`src/rtl/uart_tx_frame.sv`:
```
// uart_tx_frame: UART transmit framer.
// Serializes one DATA_WIDTH-bit word per request as
// start(0), data LSB first, optional parity, stop(1).
// Each bit lasts CLKS_PER_BIT clocks.
//
// Build option: define UART_TX_PARITY_EN to build the parity bit.
// Without it, PAR_EN and PAR_TYP are ignored and no parity bit is sent.
//
// Handshake: a request is accepted on a rising edge where the FSM is idle
// and DATA_VALID=1. BUSY is high from the cycle after that accept edge
// until the stop bit ends. DATA_VALID seen while BUSY=1 is dropped, not
// queued.
//
// dbg_state_o exposes the FSM encoding:
// 0 idle, 1 start, 2 data, 3 parity, 4 stop.
module uart_tx_frame #(
  parameter int DATA_WIDTH   = 8,
  parameter int CLKS_PER_BIT = 16
) (
  input  logic                  CLK,
  input  logic                  RST,
  input  logic [DATA_WIDTH-1:0] P_DATA,
  input  logic                  DATA_VALID,
  input  logic                  PAR_EN,
  input  logic                  PAR_TYP,
  output logic                  TX_OUT,
  output logic                  BUSY,
  output logic [2:0]            dbg_state_o
);

  // Keep both counters at least one bit wide so CLKS_PER_BIT=1 and
  // DATA_WIDTH=1 still elaborate.
  localparam int CNT_W = (CLKS_PER_BIT > 1) ? $clog2(CLKS_PER_BIT) : 1;
  localparam int IDX_W = (DATA_WIDTH > 1) ? $clog2(DATA_WIDTH) : 1;
  localparam logic [CNT_W-1:0] CNT_MAX = CNT_W'(CLKS_PER_BIT - 1);
  localparam logic [IDX_W-1:0] IDX_MAX = IDX_W'(DATA_WIDTH - 1);

  typedef enum logic [2:0] {
    S_IDLE   = 3'd0,
    S_START  = 3'd1,
    S_DATA   = 3'd2,
    S_PARITY = 3'd3,
    S_STOP   = 3'd4
  } state_t;

  state_t                  state_q;
  logic [CNT_W-1:0]        cnt_q;
  logic [IDX_W-1:0]        idx_q;
  logic [DATA_WIDTH-1:0]   data_q;
  logic                    tx_q;
  logic                    busy_q;
  logic                    bit_wrap_d;
  logic [IDX_W-1:0]        idx_d;

`ifdef UART_TX_PARITY_EN
  logic                    par_en_q;
  logic                    par_bit_q;
`else
  // The parity inputs stay on the port list but nothing reads them here.
  logic                    unused_par_inputs;
  assign unused_par_inputs = PAR_EN ^ PAR_TYP;
`endif

  // Bit-period end and the index of the next data bit to drive.
  always_comb begin
    bit_wrap_d = (cnt_q == CNT_MAX);
    idx_d      = idx_q + 1'b1;
  end

  // Framing FSM. TX_OUT and BUSY are registered, and each next value is
  // loaded together with the state change. This keeps the line glitch-free
  // and changing only at bit boundaries.
  always_ff @(posedge CLK) begin
    if (RST) begin
      state_q   <= S_IDLE;
      cnt_q     <= '0;
      idx_q     <= '0;
      data_q    <= '0;
      tx_q      <= 1'b1;
      busy_q    <= 1'b0;
`ifdef UART_TX_PARITY_EN
      par_en_q  <= 1'b0;
      par_bit_q <= 1'b0;
`endif
    end else begin
      case (state_q)
        S_IDLE: begin
          if (DATA_VALID) begin
            data_q    <= P_DATA;
`ifdef UART_TX_PARITY_EN
            par_en_q  <= PAR_EN;
            par_bit_q <= (^P_DATA) ^ PAR_TYP;
`endif
            cnt_q     <= '0;
            idx_q     <= '0;
            state_q   <= S_START;
            tx_q      <= 1'b0;
            busy_q    <= 1'b1;
          end
        end
        default: begin
          if (!bit_wrap_d) begin
            cnt_q <= cnt_q + 1'b1;
          end else begin
            cnt_q <= '0;
            case (state_q)
              S_START: begin
                state_q <= S_DATA;
                idx_q   <= '0;
                tx_q    <= data_q[0];
              end
              S_DATA: begin
                if (idx_q == IDX_MAX) begin
                  idx_q <= '0;
`ifdef UART_TX_PARITY_EN
                  if (par_en_q) begin
                    state_q <= S_PARITY;
                    tx_q    <= par_bit_q;
                  end else begin
                    state_q <= S_STOP;
                    tx_q    <= 1'b1;
                  end
`else
                  state_q <= S_STOP;
                  tx_q    <= 1'b1;
`endif
                end else begin
                  idx_q <= idx_d;
                  tx_q  <= data_q[idx_d];
                end
              end
`ifdef UART_TX_PARITY_EN
              S_PARITY: begin
                state_q <= S_STOP;
                tx_q    <= 1'b1;
              end
`endif
              default: begin
                // End of the stop bit. Any unexpected encoding also
                // falls back to idle.
                state_q <= S_IDLE;
                tx_q    <= 1'b1;
                busy_q  <= 1'b0;
              end
            endcase
          end
        end
      endcase
    end
  end

  assign TX_OUT      = tx_q;
  assign BUSY        = busy_q;
  assign dbg_state_o = state_q;

endmodule

```
`config.mk`:
```
export PLATFORM = sky130hd
export DESIGN_NAME = uart_tx_frame
export DESIGN_NICKNAME = d
export VERILOG_FILES = /design/src/rtl/uart_tx_frame.sv
export SDC_FILE = /design/constraint.sdc
export NUM_CORES = 1
export LEC_CHECK = 0
export CAP_MARGIN = 15
export CORE_MARGIN = 2
export CORE_UTILIZATION = 47
export CTS_CLUSTER_DIAMETER = 40
export DETAILED_ROUTE_END_ITERATION = 8
export GPL_TIMING_DRIVEN = 1
export PLACE_DENSITY = 0.77
export SYNTH_ARGS = -nofsm -noshare
export SYNTH_HDL_FRONTEND = slang
export SYNTH_SLANG_ARGS = --single-unit
```
`constraint.sdc`:
```
create_clock -name CLK -period 1.9 [get_ports CLK]
set_input_delay 0.38 -clock CLK [delete_from_list [all_inputs] [get_ports CLK]]
set_output_delay 0.38 -clock CLK [all_outputs]
set_load 0.05 [all_outputs]
```
==> metrics.md, run 1 <==
| Metric | Value |
|---|---|
| Total Wirelength | 2.11 mm |
| Slew headroom | 0.666 |
| Fin. Hold Viols | 0 |
| # setup viols final | 0 |
| CP arrival | 1.44 ns |
| Initial antenna violation count | 0 |
| Via count | 943 |
| Gate Count Post-Synth | 119 |
| Initial DRC Count | 19 |
| Clock Latency Late Sink | 0.30 ns |
| Syn_area_per_cell | 8.58 sq um |
| Async SR Flop Fraction | 0 |
| EDFF count, synth | 0 |
| Vias per cell | 5.58 |
| Starting Density | 0.510 |
| Final period util | 0.957 |
| Post-layout min period | 1.82 ns |
| Synth warn | 0 |
| Crit path max fanout | 2 |
| I/O pin count | 18 |
| Chip height | 50.6 um |
| Critical path type | flip-flop to output pin |
| Hold Path Origin | data_q[1] |
| Synthesized net count | 135 |
| Tightest Pin Transition | 0.497 ns |
| Remaining Overflow, GRT | 0 |
| Global Route Usage Sum | 0.185 |
| WHS Endpoint | data_q[1] |
| Core Region | 0.00200 sq mm |
| Wl on met1 | 1.00 mm |
| Setup crit start kind | flip-flop |
| Register bit total from synthesis | 20 |
| Mapped Area | 0.00102 sq mm |
| Largest stage delay, worst path | 0.80 ns |
| Fmax achieved | 550 MHz |
| Reg-to-reg critical path startpoint | cnt_q[0] |
| RD Place Congestion | 0.833 |
| Status | complete, no violations |
| Largest net degree at the start of global routing | 21 |
| CTS Hold Bufs | 0 |
| Most frequent cells in the layout | dfxtp_1 (20), a21oi_1 (19), nand2_1 (18), buf_4 (14), clkdlybuf4s50_1 (11) |
| Drt pass-1 iters | 4 |
| Met2 WL post-DR | 1.04 mm |
| R2R Setup Slk | 0.17 ns |
| Worst Setup End Kind | output pin |
| CP max stage cell | clkdlybuf4s50_1 |
| RSZ-0062 raised after global routing | false |
| Placed cell count | 166 |
| Top_reg_cell synth | dfxtp_1 |
| Util after Layout | 0.625 |
| Register area share after synthesis | 0.392 |
| CTS tree | yes |
| Root buf cell | clkbuf_4 |
| Worst-case reg-to-reg path depth | 5 |
| Share of layout cells above drive strength 1 | 0.162 |
| Pwr Density | 653 mW/mm^2 |
| Final nets | 160 |
| Hold Path Cell Cnt | 2 |
| Die width | 50.6 um |
| P_leak | 0.501 nW |
| Slew Viols, Final | 0 |
| Row cnt | 16 |
| Clock sinks | 20 |
| Worst Hold Class | flip-flop to flip-flop |
| Ant. Diodes | 0 |
| Peak supply drop | 0.438 mV |
| Vias in the first global route | 842 |
| Buf/Inv on CP | 1 |
| Final non-filler cell total | 169 |
| Worst-path clk slew | 0.10 ns |
| CP Depth | 1 |
| DP HPWL | 1.61 mm |
| Max-cap violations | 0 |
| Crit path cell chain | clkdlybuf4s50_1 |
| Worst r2r dst | idx_q[1] |
| Highest metal used | met4 |
| Max Root-Sink Buffers | 2 |
| # H-tree levels | 1 |
| First-pass GRT wire length | 3.62 mm |
| DRT antenna net count | 0 |
| Clock Skew | 0.00903 ns |
| CP delay by family, top | buffers and inverters |
| Worst Path Required | 1.52 ns |
| Setup TNS | 0 ns |
| Mean routed wirelength per cell | 12.5 um |
| Commonest non-fill, non-tap cell in the layout | dfxtp_1 |
| Total CTS buffers | 3 |
| Hold Worst Slack | 0.461 ns |
| DRC viols | 0 |
| Post-synthesis cell type count | 35 |
| DR WL met3 | 52 um |
| Die ar. | 0.00256 sq mm |
| Area Overhead vs Synth | 22.5% |
| IO Port Bufs | 15 |
power by group:
part	leakage [nW]	switching, mW	internal [mW]	total [mW]
logic	0.324	0.0849	0.0766	0.161
registers	0.164	0.0162	0.441	0.457
clock network	0.0138	0.125	0.0738	0.199
flip-flops by register name, indices dropped and copies added (netlist names):
register     cells
BUSY             1
TX_OUT           1
cnt_q            4
data_q           8
dbg_state_o      3
idx_q            3
through the flow:
| step | setup WS (ns) | area (sq um) | power [mW] |
|---|---|---|---|
| floorplan | 0.0829 | 1020 | 0.566 |
| global placement | -0.165 | 1230 | 0.623 |
| detailed placement | -0.191 | 1230 | 0.627 |
| CTS | 0.0336 | 1250 | 0.826 |
| global route | 0.00374 | 1250 | 0.863 |
| finish | 0.0818 | 1250 | 0.817 |
cells by family after synthesis:
logic type,count (synthesis),synth area share
AOI/OAI and AO/OA,37,0.212
buffers and inverters,9,0.0637
adders and majority gates,3,0.0368
muxes,3,0.0417
DFF,20,0.392
xor gates and xnor gates,1,0.00858
and+or+nand+nor,46,0.245
how the worst max path moves through the flow:
stage                         from        to  slack (ns)
floorplan           dbg_state_o[1]  idx_q[1]        0.08
global placement        DATA_VALID  idx_q[1]       -0.16
detailed placement      DATA_VALID  idx_q[1]       -0.19
CTS                           BUSY      BUSY        0.03
global route            DATA_VALID  idx_q[1]       0.004
finish                      TX_OUT    TX_OUT        0.08
metal layers:
layer  GRT usage  up-vias
met5           0        -
met4      0.0721        0
met3      0.0417        2
met2       0.294       11
met1       0.243      457
li1            -      473
synth_stat cells (2+ instances only):
cell type,number,area share
o21ai_0,8,0.039
dfxtp_1,20,0.39
a21boi_0,2,0.015
nor3b_1,2,0.015
nand3b_1,2,0.015
ha_1,3,0.037
nand3_1,3,0.015
or4b_1,2,0.020
and3_1,2,0.012
buf_6,3,0.033
nand2_1,18,0.066
a21oi_1,19,0.093
nor2_1,5,0.018
mux2i_1,2,0.020
nor3_1,4,0.020
clkbuf_1,2,0.0074
inv_1,3,0.011
and2b_2,2,0.017
worst reg2reg max path, cell delays in order (launching register included):
cell and delay, ns:
dfxtp_1 0.40, ha_1 0.23, nand3_1 0.15, o21ba_1 0.25, or4b_1 0.51, a21oi_1 0.14
final cells by class:
class / instances / area, sq um
Fill cell: 183 / 751
Multi-Input combinational cell: 90 / 556
Sequential cell: 20 / 400
Timing Repair Buffer: 26 / 228
Tap cell: 27 / 33.8
Clock buffer: 3 / 22.5
Inverter: 3 / 11.3
repair_timing:
item	in CTS	in global routing
endpoints found under the setup margin	0	1
setup buffers	0	0
gates resized for setup	0	1
(Power assumes the default switching activity.)
==> run 2: changes to the inputs <==
Settings changed: CTS_BUF_LIST set to sky130_fd_sc_hd__clkbuf_8, PLACE_DENSITY 0.77 to 0.8.
Clock period 1.9 ns to 1.63 ns, I/O delays scaled along.
==> run 2 against run 1 <==
Cell count up 3.6%. Highest routed layer unchanged. Routed wire length up 18%. Sequential cell count unchanged. Total power up 38%. Largest power group unchanged.
==> metrics.md, run 2 (synthesis results as in run 1) <==
| Metric | Value |
|---|---|
| Status | complete, no violations |
| DP HPWL | 1.72 mm |
| Worst Path Required | 1.78 ns |
| Initial DRC Count | 11 |
| CP arrival | 1.73 ns |
| Slew Viols, Final | 0 |
| Hold Worst Slack | 0.458 ns |
| Largest register FFs | 8 |
| Clock sinks | 20 |
| Critical path type | flip-flop to flip-flop |
| Post-CTS setup buffers | 0 |
| Max-cap violations | 0 |
| Drt pass-1 iters | 4 |
| Total CTS buffers | 3 |
| CTS Hold Bufs | 0 |
| Post-layout min period | 1.58 ns |
| Final nets | 165 |
| Regs by FF count | data_q: 8 flops, cnt_q: 4 flops |
| Starting Density | 0.510 |
| Initial antenna violation count | 0 |
| DRC viols | 0 |
| CTS tree | yes |
| Util after Layout | 0.706 |
| Largest net degree at the start of global routing | 21 |
| Worst-path clk slew | 0.08 ns |
| I/O pin count | 18 |
| Vias per cell | 5.51 |
| Vias in the first global route | 950 |
| Setup TNS | 0 ns |
| Share of layout cells above drive strength 1 | 0.318 |
| Crit path max fanout | 9 |
| Worst Hold Class | flip-flop to flip-flop |
| Die ar. | 0.00256 sq mm |
| Placed cell count | 171 |
| Mean routed wirelength per cell | 14.2 um |
| Global Route Usage Sum | 0.212 |
| Max Root-Sink Buffers | 2 |
| Clock Latency Late Sink | 0.26 ns |
| Core Region | 0.00200 sq mm |
| Die width | 50.6 um |
| Biggest register | data_q |
| Clock Skew | 0.00553 ns |
| Remaining Overflow, GRT | 0 |
| Via count | 964 |
| Fmax achieved | 632 MHz |
| Peak supply drop | 0.724 mV |
| Chip height | 50.6 um |
| Internal | 0.834 mW |
| Fin. Hold Viols | 0 |
| First-pass GRT wire length | 4.15 mm |
| Total Wirelength | 2.48 mm |
| Setup crit start kind | flip-flop |
| Row cnt | 16 |
| Area Overhead vs Synth | 38.5% |
| RD Place Congestion | 0.857 |
| Tightest Pin Transition | 0.298 ns |
| Most frequent cells in the layout | nand2_1 (18), buf_4 (18), a21oi_1 (17), dfxtp_1 (16), clkdlybuf4s50_1 (9) |
| Slew headroom | 0.800 |
| Clock power share | 0.336 |
| P_sw | 0.293 mW |
| # H-tree levels | 1 |
| Final period util | 0.971 |
| IO Port Bufs | 15 |
| Worst Setup End Kind | flip-flop |
| Pwr Density | 797 mW/mm^2 |
| Combinational power share | 0.192 |
| Ant. Diodes | 0 |
| DRT antenna net count | 0 |
| # setup viols final | 0 |
| Root buf cell | clkbuf_8 |
| Sequential power share | 0.471 |
| P_leak | 0.548 nW |
| Final non-filler cell total | 175 |
| Sw Ratio | 0.260 |
==> run 2: final timing paths <==
path                        from  slack, ns        endpoint  cells past startpoint
setup / recovery  dbg_state_o[1]       0.05  dbg_state_o[2]                      4
hold / removal         data_q[2]       0.46       data_q[2]                      2
setup reg to reg  dbg_state_o[1]       0.05  dbg_state_o[2]                      4
hold reg to reg        data_q[2]       0.46       data_q[2]                      2
==> run 2: worst max-delay path, stage by stage (launching register included) <==
cell      delay [ns]
dfxtp_4         0.39
or4b_1          0.54
o21ai_1         0.15
a21boi_0        0.30
nor3_2          0.08
==> run 2: layout make-up <==
cell class	instances	area, sq um
clock buffers	4	55.1
multi-input cells	90	609
well taps	27	33.8
flip-flops and latches	20	410
repair buffers	31	294
inverters	3	11.3
fillers	159	588
==> run 2: through the flow <==
stage / worst slack (ns) / instance area [sq um] / total power [mW]
global route: -0.0196 / 1410 / 1.18
detailed placement: -0.427 / 1310 / 0.749
floorplan: 0.00205 / 1030 / 0.661
CTS: 0.0272 / 1380 / 1.13
global placement: -0.403 / 1310 / 0.741
finish: 0.0470 / 1410 / 1.13
==> run 2: power by group through the flow <==
stage                     combinational, mW  sequential [mW]  clock, mW
after floorplan                      0.0947            0.567          0
after global placement                0.199            0.542          0
after detailed placement              0.206            0.543          0
after CTS                             0.212            0.533      0.389
after global routing                  0.236            0.536      0.404
final                                 0.217            0.531      0.379
==> run 2: timing repair <==
item | 4_1_cts | 5_1_grt
resized for setup | 5 | 13
pin swaps | 0 | 3
setup endpoints to repair | 3 | 4
==> run 2: metal layers <==
layer / wire, um / up-vias / track usage
met5: 0 / - / 0
met4: 15 / 0 / 0.0405
met3: 69 / 4 / 0.0536
met2: 1280 / 15 / 0.366
met1: 1110 / 456 / 0.267
li1: - / 489 / -
